`src/rtl/mult_booth_unit_if.sv`:
```
// Operand/result bundle for the iterative Booth multiplier.
// The master issues operands and a start pulse. The slave returns the product, overflow flag and status.
interface mult_booth_unit_if #(
  parameter int WIDTH = 32
);
  logic             ctrl_MULT;
  logic [WIDTH-1:0] data_operandA;
  logic [WIDTH-1:0] data_operandB;
  logic [WIDTH-1:0] data_result;
  logic             data_exception;
  logic             data_resultRDY;
  logic             busy;

  modport master (
    output ctrl_MULT, data_operandA, data_operandB,
    input  data_result, data_exception, data_resultRDY, busy
  );

  modport slave (
    input  ctrl_MULT, data_operandA, data_operandB,
    output data_result, data_exception, data_resultRDY, busy
  );
endinterface

```
`src/rtl/mult_booth_unit.sv`:
```
// Iterative radix-2 Booth multiplier. It performs one add/subtract-and-shift step per clock.
// It reports product[31:0], a signed-overflow flag, and a one-cycle ready pulse.
module mult_booth_unit #(
  parameter int WIDTH = 32,
  parameter int CNT_W = 6
) (
  input  logic                clock,
  input  logic                reset_n,
  mult_booth_unit_if.slave    bus
);

  localparam int PW = 2 * WIDTH + 2;

  typedef enum logic [1:0] {IDLE, RUN, DONE} state_t;

  state_t                  state_q, state_d;
  logic signed [WIDTH:0]   m_q;
  logic [PW-1:0]           p_q;
  logic [PW-1:0]           p_step;
  logic [CNT_W-1:0]        count_q;
  logic [WIDTH-1:0]        result_q;
  logic                    exc_q;
  logic signed [WIDTH:0]   acc;
  logic signed [WIDTH:0]   acc_sum;
  logic                    last_step;

  // The product overflows when its upper half is not the sign extension of the lower half.
  function automatic logic prod_ovf(input logic signed [2*WIDTH-1:0] prod);
    return prod[2*WIDTH-1:WIDTH] != {WIDTH{prod[WIDTH-1]}};
  endfunction

  assign last_step = (count_q == CNT_W'(WIDTH - 1));

  // The 33-bit accumulator absorbs M = -2^31 without wrapping.
  always_comb begin
    acc     = p_q[PW-1:WIDTH+1];
    acc_sum = acc;
    case (p_q[1:0])
      2'b01:   acc_sum = acc + m_q;
      2'b10:   acc_sum = acc - m_q;
      default: acc_sum = acc;
    endcase
    p_step = {acc_sum[WIDTH], acc_sum, p_q[WIDTH:1]};
  end

  always_ff @(posedge clock) begin
    if (!reset_n) state_q <= IDLE;
    else          state_q <= state_d;
  end

  always_comb begin
    state_d = state_q;
    if (bus.ctrl_MULT) begin
      state_d = RUN;
    end else begin
      case (state_q)
        RUN:     if (last_step) state_d = DONE;
        DONE:    state_d = IDLE;
        default: state_d = state_q;
      endcase
    end
  end

  // A start edge takes priority over a step and restarts any operation in flight.
  always_ff @(posedge clock) begin
    if (!reset_n) begin
      m_q      <= '0;
      p_q      <= '0;
      count_q  <= '0;
      result_q <= '0;
      exc_q    <= 1'b0;
    end else if (bus.ctrl_MULT) begin
      m_q     <= {bus.data_operandA[WIDTH-1], bus.data_operandA};
      p_q     <= {{(WIDTH+1){1'b0}}, bus.data_operandB, 1'b0};
      count_q <= '0;
    end else if (state_q == RUN) begin
      p_q     <= p_step;
      count_q <= count_q + 1'b1;
      if (last_step) begin
        result_q <= p_step[WIDTH:1];
        exc_q    <= prod_ovf(p_step[2*WIDTH:1]);
      end
    end
  end

  assign bus.data_result    = result_q;
  assign bus.data_exception = exc_q;
  assign bus.data_resultRDY = (state_q == DONE);
  assign bus.busy           = (state_q == RUN);

endmodule

```
`src/flat_wrapper.sv`:
```
// flat-port wrapper written by rule: the top's interface ports become plain ports
module mult_booth_unit_flat 
#(
  parameter int WIDTH = 32,
  parameter int CNT_W = 6
)
  (clock, reset_n, bus_ctrl_MULT, bus_data_operandA, bus_data_operandB, bus_data_result, bus_data_exception, bus_data_resultRDY, bus_busy);
  mult_booth_unit_if #(.WIDTH(WIDTH)) bus_i ();
  input  logic clock;
  input  logic reset_n;
  input wire logic [$bits(bus_i.ctrl_MULT)-1:0] bus_ctrl_MULT;
  input wire logic [$bits(bus_i.data_operandA)-1:0] bus_data_operandA;
  input wire logic [$bits(bus_i.data_operandB)-1:0] bus_data_operandB;
  output wire logic [$bits(bus_i.data_result)-1:0] bus_data_result;
  output wire logic [$bits(bus_i.data_exception)-1:0] bus_data_exception;
  output wire logic [$bits(bus_i.data_resultRDY)-1:0] bus_data_resultRDY;
  output wire logic [$bits(bus_i.busy)-1:0] bus_busy;
  assign bus_i.ctrl_MULT = bus_ctrl_MULT;
  assign bus_i.data_operandA = bus_data_operandA;
  assign bus_i.data_operandB = bus_data_operandB;
  assign bus_data_result = bus_i.data_result;
  assign bus_data_exception = bus_i.data_exception;
  assign bus_data_resultRDY = bus_i.data_resultRDY;
  assign bus_busy = bus_i.busy;
  mult_booth_unit #(.WIDTH(WIDTH), .CNT_W(CNT_W)) u_core (.clock(clock), .reset_n(reset_n), .bus(bus_i));
endmodule
```
`config.mk`:
```
export PLATFORM = sky130hd
export DESIGN_NAME = mult_booth_unit_flat
export DESIGN_NICKNAME = d
export VERILOG_FILES = /design/src/rtl/mult_booth_unit_if.sv /design/src/rtl/mult_booth_unit.sv /design/src/flat_wrapper.sv
export SDC_FILE = /design/constraint.sdc
export NUM_CORES = 1
export LEC_CHECK = 0
export ABC_AREA = 1
export CAP_MARGIN = 20
export CORE_AREA = 2 2 132 134
export DETAILED_ROUTE_END_ITERATION = 6
export DIE_AREA = 0 0 134 136
export HOLD_SLACK_MARGIN = 0.02
export PLACE_DENSITY = 0.77
export RECOVER_POWER = 50
export SETUP_SLACK_MARGIN = 0.5
export SLEW_MARGIN = 0
export SYNTH_ARGS = -nofsm -noshare
export SYNTH_HDL_FRONTEND = slang
export SYNTH_SLANG_ARGS = --single-unit
```
`constraint.sdc`:
```
create_clock -name clock -period 6.45 [get_ports clock]
set_clock_uncertainty 0.2 [all_clocks]
set_input_delay 1.935 -clock clock [delete_from_list [all_inputs] [get_ports clock]]
set_output_delay 1.935 -clock clock [all_outputs]
set_load 0.005 [all_outputs]
```
## After elaboration in Yosys (flattened, before gate mapping)

Cells that the tools add are included.

- Register bits after elaboration: 138
- Input bits: 67
- Output and inout port bits: 35
- Logic and storage cells: 34

- Add/subtract/negate cells: 3
- Equality and inequality tests: 8
- Multiplexer cells: 6
- Bitwise operators: 2
- Reduce and logical (&&, ||, !) cells: 7

Operators by type and width:

| kind | number |
|---|---|
| 33-bit two-way mux | 2 |
| 33-bit one-hot mux with 2 select lines | 1 |
| 32-bit by 32-bit adder with 33-bit output | 1 |
| 32-bit by 32-bit subtractor with 33-bit output | 1 |
| 32-bit != test | 1 |
| 6-bit by 1-bit adder with 6-bit output, second input constant | 1 |
| 6-bit by 5-bit equality test with 1-bit output, second input constant | 1 |
| 2-bit by 1-bit equality test with 1-bit output, second input constant | 2 |
| 2-bit equality test, second input constant | 2 |
| 2-bit one-hot mux with 2 select lines | 1 |
| 2-bit AND reduction | 2 |
| 2-bit nonzero test | 2 |
| 3-bit by 2-bit != test with 1-bit output, second input constant | 1 |
| 3-bit AND reduction | 1 |
| 3-bit nonzero test | 1 |
| 2-bit two-way mux | 1 |
| 2-bit by 1-bit != test with 1-bit output, second input constant | 1 |
| 1-bit NOT | 2 |
| 2-bit OR reduction | 1 |
| 1-bit two-way mux | 1 |

## Longest topological paths before layout

- Depth after elaboration: 4
- Depth in mapped cells: 29
- Gate-level depth less buffers: 29

## Least setup slack after synthesis

OpenSTA, ideal clock, no wires.

- Path type: register -> register
- Start point: reg u_core.m_q[0]
- End point: reg u_core.exc_q (netlist: u_core.bus.data_exception)
- Library setup time: 0.117 ns
- Data arrival time: 3.210 ns
- Required time: 6.133 ns
- Slack: 2.923 ns
- Stages on the path, launching flop included: 27
- Buffers on the path: 0
- Period minus slack after synthesis: 3.527 ns
- Cells stage by stage: dfxtp_1 -> inv_1 -> ha_1 -> nand3_1 -> nor2_1 -> inv_1 -> nor2_1 -> inv_1 -> o21ai_0 -> o21ai_0 -> xor2_1 -> inv_1 -> ha_1 -> nand2_2 -> nor2_1 -> nor3b_1 -> nand3_1 -> nand3_1 -> nand3_1 -> nand2_1 -> nand2_1 -> nand2_1 -> nand2_1 -> inv_1 -> nand3_1 -> nor2_1 -> nor2_1

- Longest elaborated chain between the ends: 3
- Elaborated cells on any way between the ends: 4
- Classes of those cells: add/sub (2); eq/ne (1); mux (1)

RTL lines:

| element | RTL line | source |
|---|---|---|
| start: declaration | mult_booth_unit.sv:17 | `logic signed [WIDTH:0] m_q;` |
| start signal: assignment | mult_booth_unit.sv:73 | `m_q <= {bus.data_operandA[WIDTH-1], bus.data_operandA};` |
| 32-bit by 32-bit subtractor with 33-bit output or 32-bit by 32-bit adder with 33-bit output (tied branches) | mult_booth_unit.sv:40, mult_booth_unit.sv:39 |  |
| 33-bit one-hot mux with 2 select lines (*) | mult_booth_unit.sv:38 | `case (p_q[1:0])` |
| 32-bit != test (*) | mult_booth_unit.sv:29 | `return prod[2*WIDTH-1:WIDTH] != {WIDTH{prod[WIDTH-1]}};` |
| end signal: assignment | mult_booth_unit.sv:81 | `exc_q <= prod_ovf(p_step[2*WIDTH:1]);` |
| end: declaration | mult_booth_unit.sv:22 | `logic exc_q;` |

Mark *: on every way between the ends. The rest lies on a longest branch, timed or not.
A chain may end at the register's enable or synchronous reset.

## Final worst setup path

- Start point: in bus_ctrl_MULT
- End point: reg u_core.exc_q (netlist: u_core.bus.data_exception)

- Longest elaborated chain between the ends: 2

RTL lines:

| element | RTL line | source |
|---|---|---|
| start: declaration | flat_wrapper.sv:11 | `input wire logic [$bits(bus_i.ctrl_MULT)-1:0] bus_ctrl_MULT;` |
| 1-bit NOT (no source line) | -- |  |
| 3-bit AND reduction (no source line) | -- |  |

Every way passes these cells.

==> metrics.csv <==
stage,metric,value,unit
status,status,"finished, violations left",
status,violations,"max-capacitance violations, max-slew violations",
worst_setup_path,worst_setup_path_start_kind,input port,
cts,clockBufferDepth,2,
finish,fillers,1533,
sta,whs,255.6,ps
drt,drtIter0Drc,792,
global_route,grt_usage,27.82,%
synth,yosys_warnings,0,
drt,wl,25540,um
power_and_ir_drop,p_leak,5.270,nW
placed_design,dp_hpwl,18710,um
die,die_y,136,um
cts,cts-hold-fix-buffers,0,
synth,avgSynthCellArea,6.208,um2
sta,period_needed,4762,ps
drt,viasPerCell,5.385,
global_route,grt_pass1_vias,8415,
synth,synthCells,1471,
global_route,grt_max_degree,76,
finish,fin_util,64.16,%
die,core,16880,um2
sta,tightestPinTransition,2234,ps
power_and_ir_drop,finalPower,2.425,mW
synth,synth.area.top_cells,"dfxtp_1 30%, nand2_1 17%, inv_1 8.8%, a21oi_1 6.0%, nor2_1 5.9%",
global_route,overflow,0,
synth,syn-cell-area,9131,um2
finish,area_growth,18.58,%
worst_setup_path,arrival,4910,ps
run,maxCapViolCount,1,
worst_setup_path,crit_path_end_kind,flip-flop,
global_route,grt_pass1_wl,40830,um
sta,drv_slew,55,
drt,drc,0,
min_path,min_path_cells,2,
finish,nets,1645,
cts,path_clk_slew,60,ps
worst_setup_path,cpMaxStageDelayCell,clkbuf_1,
placed_design,pre_cts_slack,2038,ps
drt,firstDrtPassIters,6,
worst_setup_path,critical_path_peak_fanout,54,
cts,insertion_delay,410,ps
synth,synth_top_area_cell,dfxtp_1,
drt,wl_per_cell,14.35,um
synth,synth_nets,1574,
placed_design,globalplace.congestion,0.9648,
finish,antenna_cells,0,
sta,final-hold-violation-count,0,
worst_setup_path,max_stage_delay,1590,ps
cts,cts-root-buf,clkbuf_16,
die,row_count,48,
worst_setup_path,worstRegToRegCells,21,
worst_setup_path,cp_common_cell,nor2_1,
sta,fin_ws,1688,ps
cts,post_cts_resized,0,
die,initial_core_util,54.11,%
power_and_ir_drop,peakVddDrop,188.3,uV
cts,tritoncts,done,
die,die_area,18220,um2
sta,period_share,73.83,%
finish,drive_gt1_share,6.045,%
sta,slew_headroom,-48.95,%
placed_design,numPortBuffers,101,
sta,fin_tns_setup,0,ps
synth,ys_ff_latch,138,
die,ios,102,
power_and_ir_drop,p_per_area,223.9,nW/um2
sta,fmaxAchievable,210.0,MHz
drt,antenna_left,0,
synth,synthArstFlopShare,0,%
worst_setup_path,crit_chain,buf_2 -> clkbuf_1 -> nor2_2 -> buf_4 -> inv_1 -> nor2_2 -> buf_4 -> nand2_1 -> nor2_1 -> nand2_1 -> nor2_1 -> nand3_1 -> nor2_1 -> nor2_1,
cts,cts_setup_buffers,0,
global_route,antenna_found_initial,0,
die,die_width,134,um
cts,numClockSinks,138,
synth,synth-edff-count,0,
cts,numCtsBuffers,17,
drt,vias,9585,
worst_setup_path,cp.required,6600,ps
synth,synth_top_area_share,30.25,%
synth,synth_flop_cell,dfxtp_1,
worst_setup_path,setup.worst_path.class,in -> reg,
sta,rsz0062_at_grt,false,
sta,finalSetupViolCount,0,
cts,cts-htree-levels,4,
synth,yosysUniqueCellTypes,46,
min_path,hp-class,reg -> reg,
synth,ys_seq_area_share,30.25,%
-- where the power goes --
group / internal [mW] / leakage [nW] / switching [mW]
Clock: 0.568 / 0.275 / 0.375
Combinational: 0.203 / 3.87 / 0.358
Sequential: 0.888 / 1.13 / 0.0324
Total: 1.66 / 5.27 / 0.765
-- synth_stat cells, types with 6 or more instances --
master,count
a21oi_1,109
a22oi_1,29
clkbuf_1,43
dfxtp_1,138
ha_1,35
inv_1,213
nand2_1,405
nand2_2,14
nand3_1,104
nand3_2,7
nand4_1,12
nor2_1,143
nor2_2,6
nor3_1,12
nor4_1,7
o21ai_0,94
or2_2,9
xnor2_1,11
xor2_1,20
-- final cells by class --
class	instances	area (um2)	share of cell area [%]
Sequential cell	138	2763	25.51
Multi-Input combinational cell	1058	5309	49.03
Inverter	217	814.5	7.523
Clock buffer	17	425.4	3.929
Timing Repair Buffer	110	1085	10.02
Tap cell	225	281.5	2.600
Clock inverter	15	150.1	1.387
-- cells by family after synthesis --
family,synth area share (%)
AND/OR/NAND/NOR,34.30
buffers and inverters,11.66
XOR/XNOR,2.973
adder cells (fa/ha/maj),5.015
AO/OA/AOI/OAI,15.80
flip-flops,30.25
-- registers in the layout, summed over array words and instances, names as in the netlist --
signal                     count
u_core.p_q                    65
u_core.bus.data_result        32
u_core.m_q                    32
u_core.count_q                 6
u_core.state_q                 2
u_core.bus.data_exception      1
-- worst paths after layout --
kind / start / to / slack, ps
setup / recovery: bus_ctrl_MULT / u_core.bus.data_exception / 1690
setup reg to reg: u_core.p_q[1] / u_core.bus.data_exception / 2150
hold reg to reg: u_core.bus.data_result[5] / u_core.bus.data_result[5] / 260
hold / removal: u_core.bus.data_result[5] / u_core.bus.data_result[5] / 260
-- through the flow --
step                      instances  area, um2
final                          1780      10830
after global routing           1780      10830
after CTS                      1779      10800
after detailed placement       1747      10230
after global placement         1747      10230
after floorplan                1471       9131
-- routing by layer --
| layer | routed length (um) | vias to the layer above | share of wire (%) | global-route usage [%] |
|---|---|---|---|---|
| li1 | - | 4839 | - | - |
| met3 | 1855 | 46 | 7.3 | 5.406 |
| met2 | 11860 | 377 | 46 | 46.41 |
| met5 | 0 | - | 0 | 0 |
| met4 | 490 | 0 | 1.9 | 8.097 |
| met1 | 11330 | 4323 | 44 | 36.64 |
-- worst max-delay path, delay by kind of cell --
kind,cells,cell delay [ps]
buffers and inverters,5,2400
and+or+nand+nor,9,560
-- cell usage in the layout (no fill, tap or decap), drive strengths merged, types with 3 or more instances in the layout --
cell type / count
o21bai: 5
buf: 10
nor4: 8
a31oi: 3
nand3: 111
nor2: 149
nor3: 15
or2: 10
clkbuf: 18
dfxtp: 138
clkdlybuf4s50: 73
inv: 217
ha: 35
clkinvlp: 4
o21ai: 99
nand3b: 5
nand4: 13
xnor2: 11
a211oi: 3
dlygate4sd3: 26
a21oi: 110
xor2: 20
a22oi: 29
clkinv: 9
nand2: 419
o31ai: 3
(Power assumes the default switching activity.)
